**src/rtl/bypass_reg_file_pkg.sv**
```systemverilog
// Shared CPU constants: default register-file geometry and the ID-stage opcodes
// used to decide when a load leaves ID and must mark its destination pending.
package bypass_reg_file_pkg;

    localparam int CPU_WIDTH    = 16;
    localparam int CPU_NUM_REGS = 4;

    typedef enum logic [3:0] {
        OP_ADD = 4'b0000,
        OP_SUB = 4'b0001,
        OP_AND = 4'b0010,
        OP_OR  = 4'b0011,
        OP_SLT = 4'b0100,
        OP_LW  = 4'b0101,
        OP_SW  = 4'b0110,
        OP_BEQ = 4'b0111
    } opcode_e;

    function automatic logic is_load(input opcode_e op);
        return op == OP_LW;
    endfunction

endpackage

```
**src/rtl/bypass_reg_file_if.sv**
```systemverilog
// Register-file port bundle: two read ports, the WB write port, the load-issue
// marker from ID and the hazard outputs back to IF/ID.
interface bypass_reg_file_if
    import bypass_reg_file_pkg::*;
#(
    parameter int WIDTH    = CPU_WIDTH,
    parameter int NUM_REGS = CPU_NUM_REGS,
    parameter int ADDR_W   = $clog2(NUM_REGS)
);
    logic [ADDR_W-1:0]   rr1;
    logic [ADDR_W-1:0]   rr2;
    logic [WIDTH-1:0]    rd1;
    logic [WIDTH-1:0]    rd2;
    logic                regwrite;
    logic [ADDR_W-1:0]   wr;
    logic [WIDTH-1:0]    wd;
    logic                ld_issue;
    logic [ADDR_W-1:0]   ld_dst;
    logic                stall;
    logic [NUM_REGS-1:0] busy;

    modport master (
        output rr1, rr2, regwrite, wr, wd, ld_issue, ld_dst,
        input  rd1, rd2, stall, busy
    );

    modport slave (
        input  rr1, rr2, regwrite, wr, wd, ld_issue, ld_dst,
        output rd1, rd2, stall, busy
    );

endinterface

```
**src/rtl/bypass_reg_file_reg_scoreboard.sv**
```systemverilog
// Pending-load scoreboard: one busy bit per register, set when a load leaves ID
// and cleared by the writeback to that register. r0 never becomes busy.
module reg_scoreboard #(
    parameter int NUM_REGS = 4,
    parameter int ADDR_W   = $clog2(NUM_REGS)
) (
    input  logic                clk,
    input  logic                rst_n,
    input  logic                ld_issue_i,
    input  logic [ADDR_W-1:0]   ld_dst_i,
    input  logic                wr_en_i,
    input  logic [ADDR_W-1:0]   wr_addr_i,
    output logic [NUM_REGS-1:0] busy_o
);

    logic [NUM_REGS-1:0] busy_q;
    logic [NUM_REGS-1:0] busy_d;

    // A load issuing to the register being written back keeps it busy: the new
    // load's data has not arrived yet, so set takes priority over clear.
    always_comb begin
        busy_d = '0;
        for (int i = 1; i < NUM_REGS; i++) begin
            busy_d[i] = (ld_issue_i && (ld_dst_i == ADDR_W'(i)))
                      | (busy_q[i] & ~(wr_en_i && (wr_addr_i == ADDR_W'(i))));
        end
    end

    always_ff @(posedge clk or negedge rst_n) begin
        if (!rst_n) begin
            busy_q <= '0;
        end else begin
            busy_q <= busy_d;
        end
    end

    assign busy_o = busy_q;

endmodule

```
**src/rtl/bypass_reg_file.sv**
```systemverilog
// Parametrised pipeline register file with optional WB-to-ID bypass and a
// load-use stall derived from the pending-load scoreboard.
module bypass_reg_file
    import bypass_reg_file_pkg::*;
#(
    parameter int WIDTH    = CPU_WIDTH,
    parameter int NUM_REGS = CPU_NUM_REGS,
    parameter int BYPASS   = 1
) (
    input  logic              clk,
    input  logic              rst_n,
    bypass_reg_file_if.slave  bus
);

    localparam int ADDR_W = $clog2(NUM_REGS);

    logic [WIDTH-1:0]    regs_q [NUM_REGS];
    logic [WIDTH-1:0]    regs_d [NUM_REGS];
    logic [NUM_REGS-1:0] busy;
    logic                hit1;
    logic                hit2;
    logic                res1;
    logic                res2;
    logic [WIDTH-1:0]    rd1;
    logic [WIDTH-1:0]    rd2;
    logic                stall;

    always_comb begin
        regs_d = regs_q;
        if (bus.regwrite && (bus.wr != '0)) begin
            regs_d[bus.wr] = bus.wd;
        end
    end

    always_ff @(posedge clk or negedge rst_n) begin
        if (!rst_n) begin
            for (int i = 0; i < NUM_REGS; i++) begin
                regs_q[i] <= '0;
            end
        end else begin
            regs_q <= regs_d;
        end
    end

    reg_scoreboard #(
        .NUM_REGS (NUM_REGS),
        .ADDR_W   (ADDR_W)
    ) u_scoreboard (
        .clk        (clk),
        .rst_n      (rst_n),
        .ld_issue_i (bus.ld_issue),
        .ld_dst_i   (bus.ld_dst),
        .wr_en_i    (bus.regwrite),
        .wr_addr_i  (bus.wr),
        .busy_o     (busy)
    );

    // Outputs are forced quiet while rst_n is low, so a write strobe that is
    // still asserted during reset cannot leak through the bypass path.
    always_comb begin
        hit1  = (BYPASS != 0) && bus.regwrite && (bus.wr == bus.rr1) && (bus.wr != '0);
        hit2  = (BYPASS != 0) && bus.regwrite && (bus.wr == bus.rr2) && (bus.wr != '0);
        res1  = (BYPASS != 0) && bus.regwrite && (bus.wr == bus.rr1);
        res2  = (BYPASS != 0) && bus.regwrite && (bus.wr == bus.rr2);
        rd1   = '0;
        rd2   = '0;
        if (rst_n && (bus.rr1 != '0)) begin
            rd1 = hit1 ? bus.wd : regs_q[bus.rr1];
        end
        if (rst_n && (bus.rr2 != '0)) begin
            rd2 = hit2 ? bus.wd : regs_q[bus.rr2];
        end
        stall = rst_n && ((busy[bus.rr1] && !res1) || (busy[bus.rr2] && !res2));
    end

    assign bus.rd1   = rd1;
    assign bus.rd2   = rd2;
    assign bus.stall = stall;
    assign bus.busy  = busy;

endmodule
```
**src/flat_wrapper.sv**
```systemverilog
// flat-port wrapper written by rule: the top's interface ports become plain ports
module bypass_reg_file_flat import bypass_reg_file_pkg::*;
#(
    parameter int WIDTH    = CPU_WIDTH,
    parameter int NUM_REGS = CPU_NUM_REGS,
    parameter int BYPASS   = 1
)
  (clk, rst_n, bus_rr1, bus_rr2, bus_regwrite, bus_wr, bus_wd, bus_ld_issue, bus_ld_dst, bus_rd1, bus_rd2, bus_stall, bus_busy);
  bypass_reg_file_if #(.WIDTH(WIDTH), .NUM_REGS(NUM_REGS)) bus_i ();
  input  logic clk;
  input  logic rst_n;
  input wire logic [$bits(bus_i.rr1)-1:0] bus_rr1;
  input wire logic [$bits(bus_i.rr2)-1:0] bus_rr2;
  input wire logic [$bits(bus_i.regwrite)-1:0] bus_regwrite;
  input wire logic [$bits(bus_i.wr)-1:0] bus_wr;
  input wire logic [$bits(bus_i.wd)-1:0] bus_wd;
  input wire logic [$bits(bus_i.ld_issue)-1:0] bus_ld_issue;
  input wire logic [$bits(bus_i.ld_dst)-1:0] bus_ld_dst;
  output wire logic [$bits(bus_i.rd1)-1:0] bus_rd1;
  output wire logic [$bits(bus_i.rd2)-1:0] bus_rd2;
  output wire logic [$bits(bus_i.stall)-1:0] bus_stall;
  output wire logic [$bits(bus_i.busy)-1:0] bus_busy;
  assign bus_i.rr1 = bus_rr1;
  assign bus_i.rr2 = bus_rr2;
  assign bus_i.regwrite = bus_regwrite;
  assign bus_i.wr = bus_wr;
  assign bus_i.wd = bus_wd;
  assign bus_i.ld_issue = bus_ld_issue;
  assign bus_i.ld_dst = bus_ld_dst;
  assign bus_rd1 = bus_i.rd1;
  assign bus_rd2 = bus_i.rd2;
  assign bus_stall = bus_i.stall;
  assign bus_busy = bus_i.busy;
  bypass_reg_file #(.WIDTH(WIDTH), .NUM_REGS(NUM_REGS), .BYPASS(BYPASS)) u_core (.clk(clk), .rst_n(rst_n), .bus(bus_i));
endmodule
```
**config.mk**
```make
export PLATFORM = sky130hd
export DESIGN_NAME = bypass_reg_file_flat
export DESIGN_NICKNAME = d
export VERILOG_FILES = /design/src/rtl/bypass_reg_file_pkg.sv /design/src/rtl/bypass_reg_file_if.sv /design/src/rtl/bypass_reg_file_reg_scoreboard.sv /design/src/rtl/bypass_reg_file.sv /design/src/flat_wrapper.sv
export SDC_FILE = /design/constraint.sdc
export NUM_CORES = 1
export LEC_CHECK = 0
export ABC_AREA = 1
export CORE_ASPECT_RATIO = 1.1
export CORE_UTILIZATION = 30
export CTS_BUF_LIST = sky130_fd_sc_hd__clkbuf_8
export DETAILED_ROUTE_END_ITERATION = 7
export SETUP_SLACK_MARGIN = 0.05
export SLEW_MARGIN = 20
export SYNTH_ARGS = -nofsm -noshare
export SYNTH_HDL_FRONTEND = slang
export SYNTH_SLANG_ARGS = --single-unit
```
**constraint.sdc**
```tcl
create_clock -name clk -period 2.7 [get_ports clk]
set_input_delay 0.27 -clock clk [delete_from_list [all_inputs] [get_ports clk]]
set_output_delay 0.27 -clock clk [all_outputs]
set_load 0.01 [all_outputs]
```
# [After elaboration in Yosys (flattened, before gate mapping)]
# Cells that the tools add are included.
[totals] ff_bits=67 output_inout_bits=37 wordCells=71 inputBits=28
[op_classes] order_cmp=6 mux=17 n_bitwise=12 n_eq_ne=8 reduce_logical=23
[op_table] op="$mux W16" n=9
[op_table] op="$bmux W16 S2" n=2
[op_table] op="$bwmux W64" n=1
[op_table] op="$demux W16 S2" n=1
[op_table] op="$logic_and A1 B1 Y1" n=17
[op_table] op="$ge A3 B3 Y1 const B" n=3
[op_table] op="$not A2 Y3" n=3
[op_table] op="$eq A2 B2 Y1 const B" n=4
[op_table] op="$lt A2 B3 Y1 const B" n=2
[op_table] op="$reduce_bool A2 Y1" n=3
[op_table] op="$bmux W1 S2" n=2
[op_table] op="$eq A2 B1 Y1 const B" n=2
[op_table] op="$eq A2 B2 Y1" n=2
[op_table] op="$and A1 B1 Y1" n=3
[op_table] op="$lt A3 B1 Y1 const B" n=1
[op_table] op="$not A1 Y1" n=3
[op_table] op="$or A1 B1 Y1" n=3
[op_table] op="$logic_not A1 Y1" n=2
[op_table] op="$mux W1" n=2
[op_table] op="$logic_or A1 B1 Y1" n=1

# [Depth between registers and ports, before layout]
# Gate-level depths: netlist of the first run.
[logic_depth] depth_word=6 mapped_depth=8

# [Modules after synthesis]
# Synthesis of the first run repeated with hierarchy kept, for this count alone.
[hier_totals] hier_cells=695 hier_area_um2=4385.5
[modules_own_cells] module="bypass_reg_file" instances=1 cells_per_inst=674 area_per_inst_um2=4230.3
[modules_own_cells] module="reg_scoreboard" instances=1 cells_per_inst=21 area_per_inst_um2=155.1

# [Worst setup path before layout of the first run]
# Ideal clock, no wire load.
[synth_timing] path_kind="input -> output" start="input port bus_rr1[0]" end="output port bus_rd1[6]" arrival_ps=1135 t_required_ps=2430 cell_stages=8 setup_slack_ps=1295 cell_sequence="inv_1 > nand2_2 > nand2_4 > nand3_4 > nor2_8 > buf_6 > nor2_1 > nor2_1"
[synth_via] elab_chain_cells=6
[synth_lines] element="from (decl)" line_no="flat_wrapper.sv:12" rtl="input wire logic [$bits(bus_i.rr1)-1:0] bus_rr1;"
[synth_lines] element="$not A2 Y3 (implied by the code)" line_no="bypass_reg_file.sv:68" rtl="rd1 = hit1 ? bus.wd : regs_q[bus.rr1];"
[synth_lines] element="$bmux W16 S2" line_no="bypass_reg_file.sv:68"
[synth_lines] element="$mux W16 (implied by the code) (2 in a row)" line_no="bypass_reg_file.sv:68"
[synth_lines] element="$mux W16" line_no="bypass_reg_file.sv:68"
[synth_lines] element="$mux W16 (*)" line_no="bypass_reg_file.sv:67" rtl="if (rst_n && (bus.rr1 != '0)) begin"
[synth_lines] element="to (decl)" line_no="flat_wrapper.sv:19" rtl="output wire logic [$bits(bus_i.rd1)-1:0] bus_rd1;"
# Mark *: on every way between the ends. The rest lies on a longest branch, timed or not. The select of a mux whose other input is x is not followed.

# [Worst setup path after layout of the first run]
[layout_timing] start="input port bus_wr[1]" end="output port bus_rd2[9]"
[layout_via] elab_chain_cells=5
[layout_lines] element="from (decl)" line_no="flat_wrapper.sv:15" rtl="input wire logic [$bits(bus_i.wr)-1:0] bus_wr;"
[layout_lines] element="$eq A2 B2 Y1" line_no="bypass_reg_file.sv:62" rtl="hit2 = (BYPASS != 0) && bus.regwrite && (bus.wr == bus.rr2) && (bus.wr != '0);"
[layout_lines] element="$logic_and A1 B1 Y1" line_no="bypass_reg_file.sv:62"
[layout_lines] element="$logic_and A1 B1 Y1 (*)" line_no="bypass_reg_file.sv:62"
[layout_lines] element="$mux W16 (*)" line_no="bypass_reg_file.sv:71" rtl="rd2 = hit2 ? bus.wd : regs_q[bus.rr2];"
[layout_lines] element="$mux W16 (*)" line_no="bypass_reg_file.sv:70" rtl="if (rst_n && (bus.rr2 != '0)) begin"
[layout_lines] element="to (decl)" line_no="flat_wrapper.sv:20" rtl="output wire logic [$bits(bus_i.rd2)-1:0] bus_rd2;"
# Mark *: on every way between the ends. The rest lies on a longest branch, timed or not.

==> metrics.md, run 1 <==
| Metric | Value |
|---|---|
| First-pass GRT wire length | 22800 microns |
| Skew final | 0 ps |
| Vias in the first global route | 4130 |
| Post-synth EDFFs | 0 |
| RSZ-0062 raised after global routing | yes |
| Netlist cell types | 26 |
| Gr ovfl total | 0 |
| Hold crit path type | in2async |
| Placement-stage cell area | 5330 sq um |
| Critical path capture point type | output port |
| Area grow syn2layout | 27.1% |
| Asr flop ratio synth | 100% |
| Vias | 4471 |
| DRC | 0 |
| Drt total wl | 14300 microns |
| Via-per-instance ratio | 4.84 |
| Worst-Margin Slew | 866 ps |
| Max_slew headroom | 42.3% |
| Syn Nets | 696 |
| Tot GR Track Use | 19.5% |
| Synth Cell Area | 4390 sq um |
| Yosys reg bits | 67 |
| Clk Latency, worst-skew pair | 350 ps |
| CTS tree | built |
| Run status | finished, final reports clean |
| Clock slew at reported path FFs | 80 ps |
| Layout cells sized above 1 | 13.8% |
| Largest cells by area after synthesis | dfrtp_1 38%, nand2_1 17%, nor2_1 9.2% |
| Count leader, synth | nand2_1 |
| CTS buffer count | 9 |
| Final Hold Fails | 0 |
| CP Data Required Time | roughly 2400 ps |
| Core box area | ~14000 sq um |
| Met2 usage | 31.5% |
| Slew Viols, Final | 0 |
| I/O Buffers | 63 |
| Nets | 756 |
| Routability Congestion | 0.819 |
| Drt wl/cell | 15.5 microns |
| Die H | approximately 130 microns |
| Worst Reg-to-Reg Cells | 1 |
| Crit-path max FO | 9 |
| Post-synth top area share | a little under two fifths |
| Cell Pwr Density | slightly above 500 nW/um^2 |
| Largest net degree at the start of global routing | 68 |
| IO Pins | 65 |
| Post-synthesis sequential area ratio | 38.2% |
| Clock root buffer master | clkbuf_8 |
| Detail Route Antenna Nets | 0 |
| Reg2reg end | u_core.u_scoreboard.busy_o[1] |
| Synth top cells by count | 200 x nand2_1, 107 x nor2_1, 70 x o21ai_0, 67 x dfrtp_1, 39 x inv_1 |
| M1 GR Usage | 26.1% |
| Cts hold-fix bufs | 0 |
| Clock tree sinks | between 60 and 70 |
| CTS Buffer Depth | 2 |
| FP Rows | 46 |
| Worst ir drop on vdd | 216 uV |
| Count of final setup violators | 0 |
| Synth Warn # | 0 |
| Starting Density | around 31% |
| GR peak layer | met2 |
| Max cap viols | 0 |
| Worst reg2reg startpoint | u_core.u_scoreboard.busy_o[1] |
| Design area | 5580 sq um |
| Chip Width | 117 microns |
| FMAX | 390 MHz |
| Static Leak | 2.76 nW |
| Arr. time, crit path | 2300 ps |
| Critical Path Start Type | input pin |
| Synth Instances | 668 |
| Met3 usage | 2.13% |
| Drt pass-1 iters | 5 |
| DP HPWL | 9670 microns |
| Crit share post-route | 95.0% |
| Yosys top cell by area | dfrtp_1 |
| N_diodes | 0 |
| H-tree depth | 3 |
| Initial antenna violation count | 0 |
| Fin crit period | 2570 ps |
| Final TNS setup | 0 ps |
| Worst R2R Setup Slack | about 2000 ps |
| Critical path class | in2out |
| DIE AREA | around 15000 sq um |
| Commonest register cell after synthesis | dfrtp_1 |
| Mean Syn Cell Area | around 6.6 sq um |
| Initial DRC Count | around 310 |
[worst max-delay path: stages]
cell and delay, ps:
clkdlybuf4s50_1 510, buf_4 140, nand2_1 120, nand2_1 150, nand3_4 120, nor2_8 130
buf_12 150, nor2_2 40, nor2_2 120, clkdlybuf4s50_1 550
[cells by family after synthesis]
| group | count (synthesis) | synth area share (%) |
|---|---|---|
| compound gates | 89 | 10.6 |
| simple gates | 406 | 40.7 |
| flops | 67 | 38.2 |
| other cells | 1 | 0.0855 |
| buf+inv | 105 | 10.4 |
[repair_timing]
item	CTS	global route
setup buffers	0	4
pin swaps	0	1
gates resized for setup	7	9
setup endpoints to repair	32	30
[sequential cells by signal (all words and copies together) (netlist names)]
signal / cells
u_core.regs_q: 64
u_core.u_scoreboard.busy_o: 3
[where the power goes]
part           switching (mW)  total [mW]  internal [mW]
registers              0.0940        1.22           1.13
logic                   0.462       0.808          0.346
clock network           0.396       0.793          0.398
total                   0.951        2.82           1.87
[worst max path at each step]
stage / start / to / cells past startpoint
after CTS: bus_rr2[0] / bus_rd2[14] / 11
after global routing: bus_wr[1] / bus_rd1[2] / 10
after global placement: bus_rr1[1] / bus_rd1[15] / 7
after floorplan: bus_rr1[0] / bus_rd1[6] / 8
after detailed placement: bus_regwrite / bus_rd1[15] / 7
final: bus_wr[1] / bus_rd2[9] / 10
[metal layers]
metal  vias up  wire [microns]
li1       2232               -
met1      2062            6680
met2       144            6430
met3        33             735
met4         0             467
met5         -               0
[metrics by stage]
step                      util, %  hold slack [ps]  setup slack [ps]  instances  power, mW
after floorplan                 -            -25.6              1300        668       1.69
after global placement       37.2              389              -110        905       2.03
after detailed placement     37.2              390              -138        905       2.03
after CTS                    38.5              211              78.3        920       2.82
after global routing         38.9              250              17.6        924       2.99
final                        38.9              153               135        924       2.82
[cells in the final DEF, fill, tap and decap left out, types with 2 or more instances in the layout]
| cell type | count |
|---|---|
| a21oi_1 | 2 |
| a21oi_2 | 2 |
| buf_12 | 4 |
| buf_4 | 37 |
| buf_6 | 3 |
| clkbuf_8 | 12 |
| clkdlybuf4s50_1 | 53 |
| clkinv_2 | 2 |
| dfrtp_1 | 67 |
| dlygate4sd2_1 | 3 |
| dlymetal6s2s_1 | 6 |
| inv_1 | 40 |
| inv_2 | 8 |
| nand2_1 | 199 |
| nand2_2 | 3 |
| nand3_1 | 36 |
| nand3_4 | 2 |
| nand4_1 | 32 |
| nor2_1 | 107 |
| nor2_2 | 21 |
| nor2_4 | 2 |
| nor2_8 | 2 |
| o211ai_1 | 3 |
| o21ai_0 | 70 |
| o21ai_1 | 10 |
[final cells by class]
class	instances	area (sq um)
Fill cell	1538	8750
Multi-Input combinational cell	496	2280
Sequential cell	67	1680
Timing Repair Buffer	107	1030
Tap cell	192	240
Inverter	47	176
Clock buffer	12	165
Clock inverter	3	13.8
Note: power is estimated with default switching activity, not from simulation.
==> run 2: changes to the inputs <==
--- a/config.mk
+++ b/config.mk
@@ -7,7 +7,7 @@
 export LEC_CHECK = 0
 export ABC_AREA = 1
 export CORE_ASPECT_RATIO = 1.1
-export CORE_UTILIZATION = 30
+export CORE_UTILIZATION = 40
 export CTS_BUF_LIST = sky130_fd_sc_hd__clkbuf_8
 export DETAILED_ROUTE_END_ITERATION = 7
 export SETUP_SLACK_MARGIN = 0.05
==> run 2 against run 1 <==
Sequential power hardly changed. Die area down 25%. Critical path depth stayed put. Cell area is 2.0% lower. Combinational power shrank 1%.
==> metrics.md, run 2 (same netlist as run 1, synthesis figures left out) <==
| Metric | Value |
|---|---|
| DP HPWL | 9170 microns (was 9670 microns) |
| Reg2reg end | u_core.u_scoreboard.busy_o[1] (unchanged) |
| N_diodes | 0 (unchanged) |
| Vias | 4460 (was 4471) |
| Run status | finished, final reports clean (unchanged) |
| Area grow syn2layout | 24.6% (was 27.1%) |
| Static Leak | 2.64 nW (was 2.76 nW) |
| Core box area | 10500 sq um (was 14300 sq um) |
| Vias in the first global route | 4375 (was 4130) |
| Final total power | 2.87 mW (was 2.82 mW) |
| DIE AREA | 11400 sq um (was 15100 sq um) |
| Clk pwr share | 29.5% (was 28.1%) |
| FF+latch area | 1680 sq um (unchanged) |
| Filler cell count | 1092 (was 1538) |
| Worst reg2reg startpoint | u_core.u_scoreboard.busy_o[1] (unchanged) |
| H-tree depth | 3 (unchanged) |
| Detail Route Antenna Nets | 0 (unchanged) |
| CP Data Required Time | 2430 ps (about the same) |
| Max cap viols | 0 (unchanged) |
| Max FFs per register | 64 (unchanged) |
| Layout cells sized above 1 | 12.7% (was 13.8%) |
| Worst ir drop on vdd | 244 uV (was 216 uV) |
| Drt wl/cell | 16.1 microns (was 15.5 microns) |
| Die H | 112 microns (was 129 microns) |
| Post-CTS Setup Inserts | 0 (unchanged) |
| DRC | 0 (unchanged) |
| Skew final | 0 ps (unchanged) |
| First-pass GRT wire length | 22700 microns (was 22800 microns) |
| Crit-path max FO | 9 (unchanged) |
| Clk Latency, worst-skew pair | 340 ps (was 350 ps) |
| Final Hold Fails | 0 (unchanged) |
| FP Rows | 39 (was 46) |
| Worst R2R Setup Slack | 1940 ps (was 1950 ps) |
| Critical path capture point type | output port (unchanged) |
| Initial antenna violation count | 0 (unchanged) |
| Switching Fraction | 33.2% (was 33.7%) |
| Tot GR Track Use | 26.4% (was 19.5%) |
| Gr ovfl total | 0 (unchanged) |
| Clock tree sinks | 67 (unchanged) |
| Chip Width | 102 microns (was 117 microns) |
| Via-per-instance ratio | 5.15 (was 4.84) |
| CTS Buffer Depth | 2 (unchanged) |
| Final TNS setup | 0 ps (unchanged) |
| Max_slew headroom | 40.8% (was 42.3%) |
| Psw | 0.952 mW (was 0.951 mW) |
| Slew Viols, Final | 0 (unchanged) |
| Nets | 746 (was 756) |
| FMAX | 392 MHz (was 390 MHz) |
| Commonest cells after routing, fill and taps aside | 200 x nand2_1, 107 x nor2_1, 70 x o21ai_0, 67 x dfrtp_1, 62 x clkdlybuf4s50_1 (was 199 x nand2_1, 107 x nor2_1, 70 x o21ai_0, 67 x dfrtp_1, 53 x clkdlybuf4s50_1) |
| Clock root buffer master | clkbuf_8 (unchanged) |
| Worst Reg-to-Reg Cells | 1 (unchanged) |
| Critical path class | in2out (unchanged) |
| IO Pins | 65 (unchanged) |
| Most common cell after layout, fill and taps aside | nand2_1 (unchanged) |
| Drt pass-1 iters | 5 (unchanged) |
| P_int | 1.91 mW (was 1.87 mW) |
| Worst-Margin Slew | 889 ps (was 866 ps) |
| Largest Register | u_core.regs_q (unchanged) |
| Logic gate share of total power | 27.9% (was 28.6%) |
| Post-CTS Resized | 1 (was 7) |
| Crit share post-route | 94.6% (was 95.0%) |
| Clock slew at reported path FFs | 70 ps (was 80 ps) |
| Largest net degree at the start of global routing | 68 (unchanged) |
| CTS buffer count | 9 (unchanged) |
| Worst hold slack | 127 ps (was 153 ps) |
| RSZ-0062 raised after global routing | no (was yes) |
| Drt total wl | 13900 microns (was 14300 microns) |
| Cell Pwr Density | 524 nW/um^2 (was 506 nW/um^2) |
| Multi-input gate area | 2260 sq um (was 2280 sq um) |
| I/O Buffers | 63 (unchanged) |
| Cts hold-fix bufs | 0 (unchanged) |
| Count of final setup violators | 0 (unchanged) |
| Initial DRC Count | 337 (was 309) |
| Hold crit path type | in2async (unchanged) |
| Sequential Power Share | 42.6% (was 43.2%) |
| Critical Path Start Type | input pin (unchanged) |
| Starting Density | 41.6% (was 30.6%) |
| Arr. time, crit path | 2280 ps (was 2300 ps) |
| Routability Congestion | 0.831 (was 0.819) |
| CTS tree | built (unchanged) |
| Fin crit period | 2550 ps (was 2570 ps) |
==> run 2: metrics by stage <==
stage | utilization, % | cells | setup slack, ps | cell area [sq um]
final | 51.9 | 866 | 147 | 5470
after global placement | 50.0 | 850 | -15.2 | 5270
after detailed placement | 50.0 | 850 | -39.2 | 5270
after CTS | 51.9 | 866 | 133 | 5470
after floorplan | - | 668 | 1300 | 4390
after global routing | 51.9 | 866 | 51.9 | 5470
==> run 2: routing by layer <==
layer | up-vias | wire, microns | track usage (%) | part of all wire (%)
met3 | 24 | 885 | 3.64 | 6.3
met1 | 2058 | 6130 | 34.7 | 44
met4 | 0 | 309 | 12.2 | 2.2
met2 | 170 | 6620 | 42.6 | 47
li1 | 2208 | - | - | -
met5 | - | 0 | 0 | 0
==> run 2: worst max-delay path by stage <==
stage | from | endpoint | depth (start not counted)
after global routing | bus_wr[0] | bus_rd1[3] | 10
after CTS | bus_rr1[0] | bus_rd1[5] | 10
final | bus_wr[0] | bus_rd2[13] | 10
after floorplan | bus_rr1[0] | bus_rd1[6] | 8
after detailed placement | bus_wr[1] | bus_rd1[12] | 9
after global placement | bus_wr[1] | bus_rd1[12] | 9
==> run 2: final cells by class <==
class,count,area share [%]
Clock buffer,10,2.52
Inverter,47,3.23
Tap cell,143,3.27
Multi-Input combinational cell,496,41.4
Sequential cell,67,30.7
Clock inverter,6,1.03
Timing Repair Buffer,97,17.9
==> run 2: critical path, cell delays in order <==
cell             delay, ps
clkdlybuf4s50_1        550
inv_2                  180
nand2_1                 70
nand2_1                100
nand3_4                110
nor2_8                 130
buf_12                 150
nor2_2                  40
nor2_2                 130
clkdlybuf4s50_1        550
==> run 2: power groups by stage <==
stage / Sequential [mW] / Combinational [mW] / Clock [mW]
final: 1.22 / 0.800 / 0.846
after global routing: 1.24 / 0.898 / 0.913
after CTS: 1.22 / 0.804 / 0.870
after detailed placement: 1.24 / 0.800 / 0
after global placement: 1.23 / 0.789 / 0
after floorplan: 1.21 / 0.475 / 0
